`src/rtl/stage4_msg_batch_module.sv`:
```
// Byte-serial message assembler for the stage-5 field extractors: builds up to
// three message words, classifies them by type byte, and emits them as one batch.
`timescale 1ns/1ps

`ifndef MAX_MESSAGE_BITS
`define MAX_MESSAGE_BITS 128
`endif
`ifndef MESSAGE_MUX_CONTROL_WIDTH
`define MESSAGE_MUX_CONTROL_WIDTH 4
`endif
`ifndef MESSAGE_MUX_Q
`define MESSAGE_MUX_Q 4'h1
`endif

module stage4_msg_batch_module #(
  parameter int                MSG_BITS     = `MAX_MESSAGE_BITS,
  parameter int                CTRL_W       = `MESSAGE_MUX_CONTROL_WIDTH,
  parameter logic [CTRL_W-1:0] CTRL_Q       = `MESSAGE_MUX_Q,
  parameter logic [CTRL_W-1:0] CTRL_NONE    = '0,
  parameter logic [7:0]        TYPE_Q       = 8'h51,
  parameter int                FLUSH_CYCLES = 16
) (
  input  logic                clk,
  input  logic                rst_n,
  input  logic                in_valid,
  input  logic [7:0]          in_data,
  input  logic                in_sop,
  input  logic                in_eop,
  output logic                message_en,
  output logic [MSG_BITS-1:0] message_1,
  output logic [MSG_BITS-1:0] message_2,
  output logic [MSG_BITS-1:0] message_3,
  output logic [CTRL_W-1:0]   message_mux_control_m1,
  output logic [CTRL_W-1:0]   message_mux_control_m2,
  output logic [CTRL_W-1:0]   message_mux_control_m3,
  output logic                err_pulse
);

  localparam int MAX_BYTES = MSG_BITS / 8;
  localparam int BC_W      = $clog2(MAX_BYTES + 1);
  localparam int FC_W      = (FLUSH_CYCLES > 1) ? $clog2(FLUSH_CYCLES) : 1;

  localparam logic [BC_W-1:0] MAX_CNT    = BC_W'(MAX_BYTES);
  localparam logic [FC_W-1:0] FLUSH_LAST = FC_W'(FLUSH_CYCLES - 1);

  typedef enum logic [1:0] {
    S_IDLE,
    S_BODY,
    S_DROP
  } state_t;

  state_t              state;
  logic [BC_W-1:0]     byte_cnt;
  logic [MSG_BITS-1:0] asm_word;
  logic [FC_W-1:0]     flush_cnt;
  logic [1:0]          slot_cnt;
  logic [MSG_BITS-1:0] slot_word [2];
  logic [CTRL_W-1:0]   slot_ctrl [2];

  int                  wr_idx;
  logic [MSG_BITS-1:0] start_word;
  logic [MSG_BITS-1:0] body_word;
  logic [MSG_BITS-1:0] done_word;
  logic [CTRL_W-1:0]   done_ctrl;
  logic                start;
  logic                abort;
  logic                overflow;
  logic                done;
  logic                full_emit;
  logic                flush_emit;

  // NOTE: every signal gets a default at the top of always_comb so no path
  // leaves it unassigned, which would otherwise infer a latch.
  always_comb begin
    wr_idx = 0;
    if (byte_cnt < MAX_CNT) wr_idx = int'(byte_cnt);

    start_word = '0;
    start_word[MSG_BITS-1 -: 8] = in_data;
    body_word = asm_word;
    body_word[MSG_BITS-1-8*wr_idx -: 8] = in_data;

    start    = in_valid && in_sop;
    abort    = start && (state == S_BODY);
    overflow = in_valid && !in_sop && (state == S_BODY) && (byte_cnt >= MAX_CNT);
    done     = in_valid && in_eop && (start || ((state == S_BODY) && !overflow));

    done_word = start ? start_word : body_word;
    done_ctrl = (done_word[MSG_BITS-1 -: 8] == TYPE_Q) ? CTRL_Q : CTRL_NONE;

    full_emit  = done && (slot_cnt == 2'd2);
    flush_emit = !in_valid && (state == S_IDLE) && (slot_cnt != 2'd0) &&
                 (flush_cnt == FLUSH_LAST);
  end

  // NOTE: all state here uses non-blocking assignments so every register
  // samples the pre-edge values of the others, independent of statement order.
  always_ff @(posedge clk or negedge rst_n) begin
    if (!rst_n) begin
      state                  <= S_IDLE;
      byte_cnt               <= '0;
      asm_word               <= '0;
      flush_cnt              <= '0;
      slot_cnt               <= '0;
      message_en             <= 1'b0;
      err_pulse              <= 1'b0;
      message_1              <= '0;
      message_2              <= '0;
      message_3              <= '0;
      message_mux_control_m1 <= CTRL_NONE;
      message_mux_control_m2 <= CTRL_NONE;
      message_mux_control_m3 <= CTRL_NONE;
      // NOTE: the slot registers are reset, not left as uninitialised storage,
      // because a flush copies unfilled slots straight out as zero words.
      for (int i = 0; i < 2; i++) begin
        slot_word[i] <= '0;
        slot_ctrl[i] <= CTRL_NONE;
      end
    end else begin
      message_en <= 1'b0;
      err_pulse  <= abort || overflow;

      // Assembly: sop restarts from any state; otherwise behaviour depends on state.
      if (in_valid) begin
        if (in_sop) begin
          asm_word <= start_word;
          byte_cnt <= BC_W'(1);
          state    <= in_eop ? S_IDLE : S_BODY;
        end else begin
          case (state)
            S_BODY: begin
              if (overflow) begin
                state <= in_eop ? S_IDLE : S_DROP;
              end else begin
                asm_word <= body_word;
                byte_cnt <= byte_cnt + 1'b1;
                if (in_eop) state <= S_IDLE;
              end
            end
            S_DROP:  if (in_eop) state <= S_IDLE;
            default: ;
          endcase
        end
      end

      if (in_valid || (state != S_IDLE) || (slot_cnt == 2'd0) || flush_emit)
        flush_cnt <= '0;
      else
        flush_cnt <= flush_cnt + 1'b1;

      // The third message goes straight to the outputs; it never occupies a slot.
      if (full_emit || flush_emit) begin
        message_en             <= 1'b1;
        message_1              <= slot_word[0];
        message_2              <= slot_word[1];
        message_mux_control_m1 <= slot_ctrl[0];
        message_mux_control_m2 <= slot_ctrl[1];
        message_3              <= full_emit ? done_word : '0;
        message_mux_control_m3 <= full_emit ? done_ctrl : CTRL_NONE;
        slot_cnt               <= '0;
        for (int i = 0; i < 2; i++) begin
          slot_word[i] <= '0;
          slot_ctrl[i] <= CTRL_NONE;
        end
      end else if (done) begin
        slot_word[slot_cnt[0]] <= done_word;
        slot_ctrl[slot_cnt[0]] <= done_ctrl;
        slot_cnt               <= slot_cnt + 1'b1;
      end
    end
  end

endmodule

```
`config.mk`:
```
export PLATFORM = sky130hd
export DESIGN_NAME = stage4_msg_batch_module
export DESIGN_NICKNAME = d
export VERILOG_FILES = /design/src/rtl/stage4_msg_batch_module.sv
export SDC_FILE = /design/constraint.sdc
export NUM_CORES = 1
export LEC_CHECK = 0
export CAP_MARGIN = 10
export CELL_PAD_IN_SITES_DETAIL_PLACEMENT = 0
export CELL_PAD_IN_SITES_GLOBAL_PLACEMENT = 2
export CORE_MARGIN = 2
export CORE_UTILIZATION = 39
export CTS_CLUSTER_SIZE = 20
export DETAILED_ROUTE_END_ITERATION = 8
export GPL_ROUTABILITY_DRIVEN = 0
export PLACE_DENSITY = 0.86
export RECOVER_POWER = 50
export SYNTH_ARGS = -nofsm -noshare
export SYNTH_HDL_FRONTEND = slang
export SYNTH_SLANG_ARGS = --single-unit
export TNS_END_PERCENT = 20
```
`constraint.sdc`:
```
create_clock -name clk -period 2.3 [get_ports clk]
set_input_delay 0.46 -clock clk [delete_from_list [all_inputs] [get_ports clk]]
set_output_delay 0.46 -clock clk [all_outputs]
set_load 0.1 [all_outputs]
```
After elaboration in Yosys (flattened, before gate mapping)
Cells that the tools add are included.

cells by class
  equality and inequality tests = 6
  shift-type cells = 2
  add/subtract/negate cells = 5
  muxes and demuxes = 32
  $lt $le $gt $ge = 4
  reduce and logical (&&, ||, !) cells = 31
  bitwise gates (word level) = 1

operators by type and width
  cell                      number
  $mux 128                  6
  $mux 256                  2
  $bwmux 256                1
  $shift 8x33->135 const A  1
  $shiftx 8x33->135         1
  $bwmux 128                1
  $demux 128 s1             1
  $neg 32->33               1
  $sub 8x32->32 const A     1
  $mux 5                    4
  $mux 8                    2
  $logic_and 1x1->1         13
  $mux 2                    6
  $bwmux 8                  1
  $eq 8x7->1 const B        1
  $mux 4                    2
  $reduce_bool 2->1         4
  $logic_or 1x1->1          6
  $add 5x1->5 const B       1
  $ge 5x5->1 const B        1
  $lt 5x5->1 const B        1
  $add 4x1->4 const B       1
  $demux 4 s1               1
  $eq 2x2->1 const B        2
  other kinds (14)          20

word-level totals
  word-level logic and storage cells = 98
  output and inout bits = 398
  input bits = 13
  bits in registers = 803

Longest topological paths before layout
Gate-level depths: netlist of run 1.

  depth in word-level cells = 12
  mapped depth = 10
  gate-level depth less buffers = 7

Worst setup path after synthesis of run 1
Ideal clock, no wire load.

  path type = input -> register
  start = in in_valid
  end = reg message_1[100]
  arrival = 1.915 ns
  library setup time = 0.125 ns
  path buffers = 4
  data required time = 2.175 ns
  cell stages on the path = 8
  path slack = 0.259 ns
  cell sequence = buf_2 nor4_1 nand2b_1 and2_1 buf_6 buf_6 buf_6 mux2_4

between the ends
  cells in the longest elaborated chain, start to end = 9
  elaborated cells between the ends (all ways) = 15
  classes of those cells = reduce/logical: 15

ends and longest elaborated chain
  item                             line  source
  start, declared                  25    input logic in_valid,
  $logic_and 1x1->1 (3 in series)  85    overflow = in_valid && !in_sop && (state == S_BODY) && (byte_cnt >= MAX_CNT);
  $logic_not 1->1                  86    done = in_valid && in_eop && (start || ((state == S_BODY) && !overflow));
  $logic_and 1x1->1                86
  $logic_or 1x1->1                 86
  $logic_and 1x1->1                86
  $logic_and 1x1->1                91    full_emit = done && (slot_cnt == 2'd2);
  $logic_or 1x1->1 (*)             152   if (full_emit || flush_emit) begin
  end signal, assigned             154   message_1 <= slot_word[0];
  end, declared                    30    output logic [MSG_BITS-1:0] message_1,

Every way passes the cells marked *; elsewhere a longest branch is shown, timed or not.
A chain may end at the register's enable or synchronous reset.

Worst setup path in the final report of run 1
  start = in in_valid
  end = reg message_3[31]

between the ends
  cells in the longest elaborated chain, start to end = 9
  elaborated cells between the ends (all ways) = 17
  classes of those cells = mux: 2; reduce/logical: 15

ends and longest elaborated chain
  item                                                 line      source
  $logic_and 1x1->1 (3 in series)                      85
  $logic_not 1->1                                      86
  $logic_and 1x1->1                                    86
  $logic_or 1x1->1                                     86
  $logic_and 1x1->1                                    86
  $logic_and 1x1->1                                    91
  $mux 128 / $logic_or 1x1->1 (equally long branches)  158, 152
  end signal, assigned                                 158       message_3 <= full_emit ? done_word : '0;
  end, declared                                        32        output logic [MSG_BITS-1:0] message_3,

Several ways; a longest one is shown, not always the timed one.

==> run metrics, run 1 <==
status finished, final reports clean; final instance area 39,000 sq um; gr ovfl total 0; CTS Sinks 788; arrival time at the worst endpoint 2800 ps; io pins 411; Mapped Area 31,200 sq um; most common flop cell mapped by yosys dfrtp_1; DR WL/cell 25.0 um; P_leak 19.3 nW; final net count 2,598; P&R area growth vs syn 25.0%; first drt pass iteration count 5; Clock Path Buffers 3; final std cells w/o fill 3,689; Min Clock Period, post-route 2270 ps; Die Wd 287 um; global-route wire length before repair 137,000 um; sequential share of the synthesized area 63.2%; largest net degree at the start of global routing 84; clock skew 22.6 ps; Pwr Density 944 nW/um^2; Yosys top cell area share 63.2%; worst relative slew slack 15.7%; Hold Slack 205 ps; FP Rows 103; Detailed Route Iter0 Violations 1,328; final setup vio count 0; vias 20,100; Synth Register Bits 788; CTS tree yes; Synth area leader dfrtp_1; Core Area 79,100 sq um; DP Wirelength 60,700 um; Max VDD drop 524 uV; total power 36.8 mW; initial core utilization 39.4%; max-cap viol count 0; EDFF count, synth 0; Slew Viols, Final 0; antenna viol nets, final 0; HP Class in2reg; Port Buffers 401; fmax 440 MHz; final period utilization 98.7%; Ys Warns 0; H-tree levels 3; Slew @ Worst Pin 1260 ps; endpoints failing hold 0; Placed Cells 3,532; CP endpoint kind flop; post-synthesis cell type count 53; syn_area_per_cell 15.2 sq um; RSZ-0062 raised after global routing true; CTS root buffer clkbuf_16; DRC Markers 0; Crit Path Max Fanout 68; vias per inst 5.46; CTS Buf Count 84; layout cells sized above 1 38.3%; Die Height 287 um; worst skew pair latency 640 ps; Synth Instances 2,053; Area contributors post-synth dfrtp_1 63%, o2bb2ai_1 13%, mux2_4 8.7%; Clock transition at path regs 60 ps; final WL 92,200 um; initial antenna violation count 1; critical path class in2reg; Core Util, Final 49.3%; CP Data Required Time 2830 ps; vias in the first global route 21,300; full die area 82,300 sq um; GRT Resource Usage Total 21.8%; placed cell areas 36,600 sq um; asr flop ratio synth 100%; startpoint types input pin
## report_power, final
group / switching (mW) / internal, mW / leakage [nW]
clock network: 5.67 / 7.93 / 1.36
logic: 5.75 / 2.15 / 7.04
registers: 0.644 / 14.7 / 10.9
total: 12.1 / 24.7 / 19.3
## critical path: stages
cell	delay, ps
dlygate4sd3_1	610
clkbuf_1	260
nand3b_2	130
buf_4	180
nor3_4	220
buf_4	180
nand3_4	100
buf_12	220
o2bb2ai_1	290
## placed cells by master, fill, tap and decap left out, drive strengths merged, types with 3 or more instances in the layout
cell type  count
conb           9
buf          395
nand4          4
dfrtp        788
nor2          30
a32o           4
xnor2          3
a22o          57
o2bb2ai      446
or3            4
nor2b          4
and3          10
nand2         32
nor3          11
clkbuf       317
bufinv         6
o21ai         19
mux2         266
nor3b          5
ha             4
nand3          8
nor4bb         3
mux2i        125
inv           13
a21oi          9
and2          18
nand2b         5
clkinv        18
## layout make-up
| cell class | instances | area [sq um] |
|---|---|---|
| clock inverters | 29 | 385 |
| flip-flops and latches | 788 | 19700 |
| inverters | 10 | 37.5 |
| repair buffers | 602 | 4580 |
| diodes | 1 | 2.50 |
| clock buffers | 114 | 2370 |
| multi-input cells | 1095 | 10600 |
| fillers | 6860 | 40100 |
| well taps | 1050 | 1310 |
## through the flow
stage               TNS [ps]  setup slack [ps]
floorplan                  0               259
global placement     -154990              -399
detailed placement   -166020              -405
CTS                     -783             -38.3
global route           -48.8             -17.7
finish                     0              29.6
## state kept, by name, indices dropped and copies added, names as in the netlist, 2 cells and up
signal / count
slot_cnt: 2
slot_ctrl: 2
byte_cnt: 5
flush_cnt: 4
message_3: 128
slot_word: 256
state: 2
asm_word: 128
message_1: 128
message_2: 128
## cells by family (layout without fill, tap and decap cells)
group	after synthesis	count (layout)	synth area share (%)
AND/OR/NAND/NOR	144	144	2.61
multiplexers	391	391	15.8
AO/OA/AOI/OAI	543	543	14.9
XOR/XNOR	4	4	0.112
flip-flops	788	788	63.2
buffers and inverters	178	755	3.18
other	1	10	0.0120
adder cells (fa/ha/maj)	4	4	0.160
## worst paths after layout
kind | endpoint | cells past startpoint | slack (ps) | startpoint
setup / recovery | message_3[31] | 9 | 30 | in_valid
max in group asynchronous | asm_word[14] | 3 | 240 | rst_n
setup reg to reg | slot_word[82] | 4 | 90 | byte_cnt[2]
hold / removal | asm_word[124] | 2 | 200 | in_data[4]
hold reg to reg | flush_cnt[0] | 1 | 480 | flush_cnt[0]
min in group asynchronous | message_1[63] | 2 | 630 | rst_n
## synthesized netlist by cell type, types with 3 or more instances
library cell	n
a21oi_1	9
a22o_1	57
a32o_1	4
and2_1	16
and3_1	10
buf_2	62
buf_4	22
buf_6	22
clkbuf_1	60
dfrtp_1	788
ha_1	4
inv_1	10
mux2_2	86
mux2_4	180
mux2i_1	125
nand2_1	30
nand2b_1	4
nand3_1	8
nand4_1	4
nor2_1	26
nor2_2	3
nor2b_1	4
nor3_1	10
nor3b_1	3
nor4bb_1	3
o21ai_0	4
o21ai_1	15
o2bb2ai_1	446
or3_1	4
xnor2_1	3
## layer usage
layer / global-route usage (%) / share of wire (%) / vias up
met4: 5.86 / 1.9 / 0
met3: 4.39 / 5.5 / 105
li1: - / - / 8775
met5: 0 / 0 / -
met1: 30.4 / 45 / 10700
met2: 34.8 / 48 / 555
## what timing repair did
action,4_1_cts,5_1_grt
cloned,0,6
pin swaps,0,1
setup buffers,0,6
hold endpoints to repair,16,0
setup endpoints to repair,58,404
gates resized for setup,1,13
hold buffers,1,0
Note: power is estimated with default switching activity, not from simulation.
==> run 2, diff against run 1 <==
--- a/config.mk
+++ b/config.mk
@@ -12,7 +12,6 @@
 export CORE_UTILIZATION = 39
 export CTS_CLUSTER_SIZE = 20
 export DETAILED_ROUTE_END_ITERATION = 8
-export GPL_ROUTABILITY_DRIVEN = 0
 export PLACE_DENSITY = 0.86
 export RECOVER_POWER = 50
 export SYNTH_ARGS = -nofsm -noshare
==> results of run 2 <==
The final DEF is identical to that of run 1; final timing and power are the same.
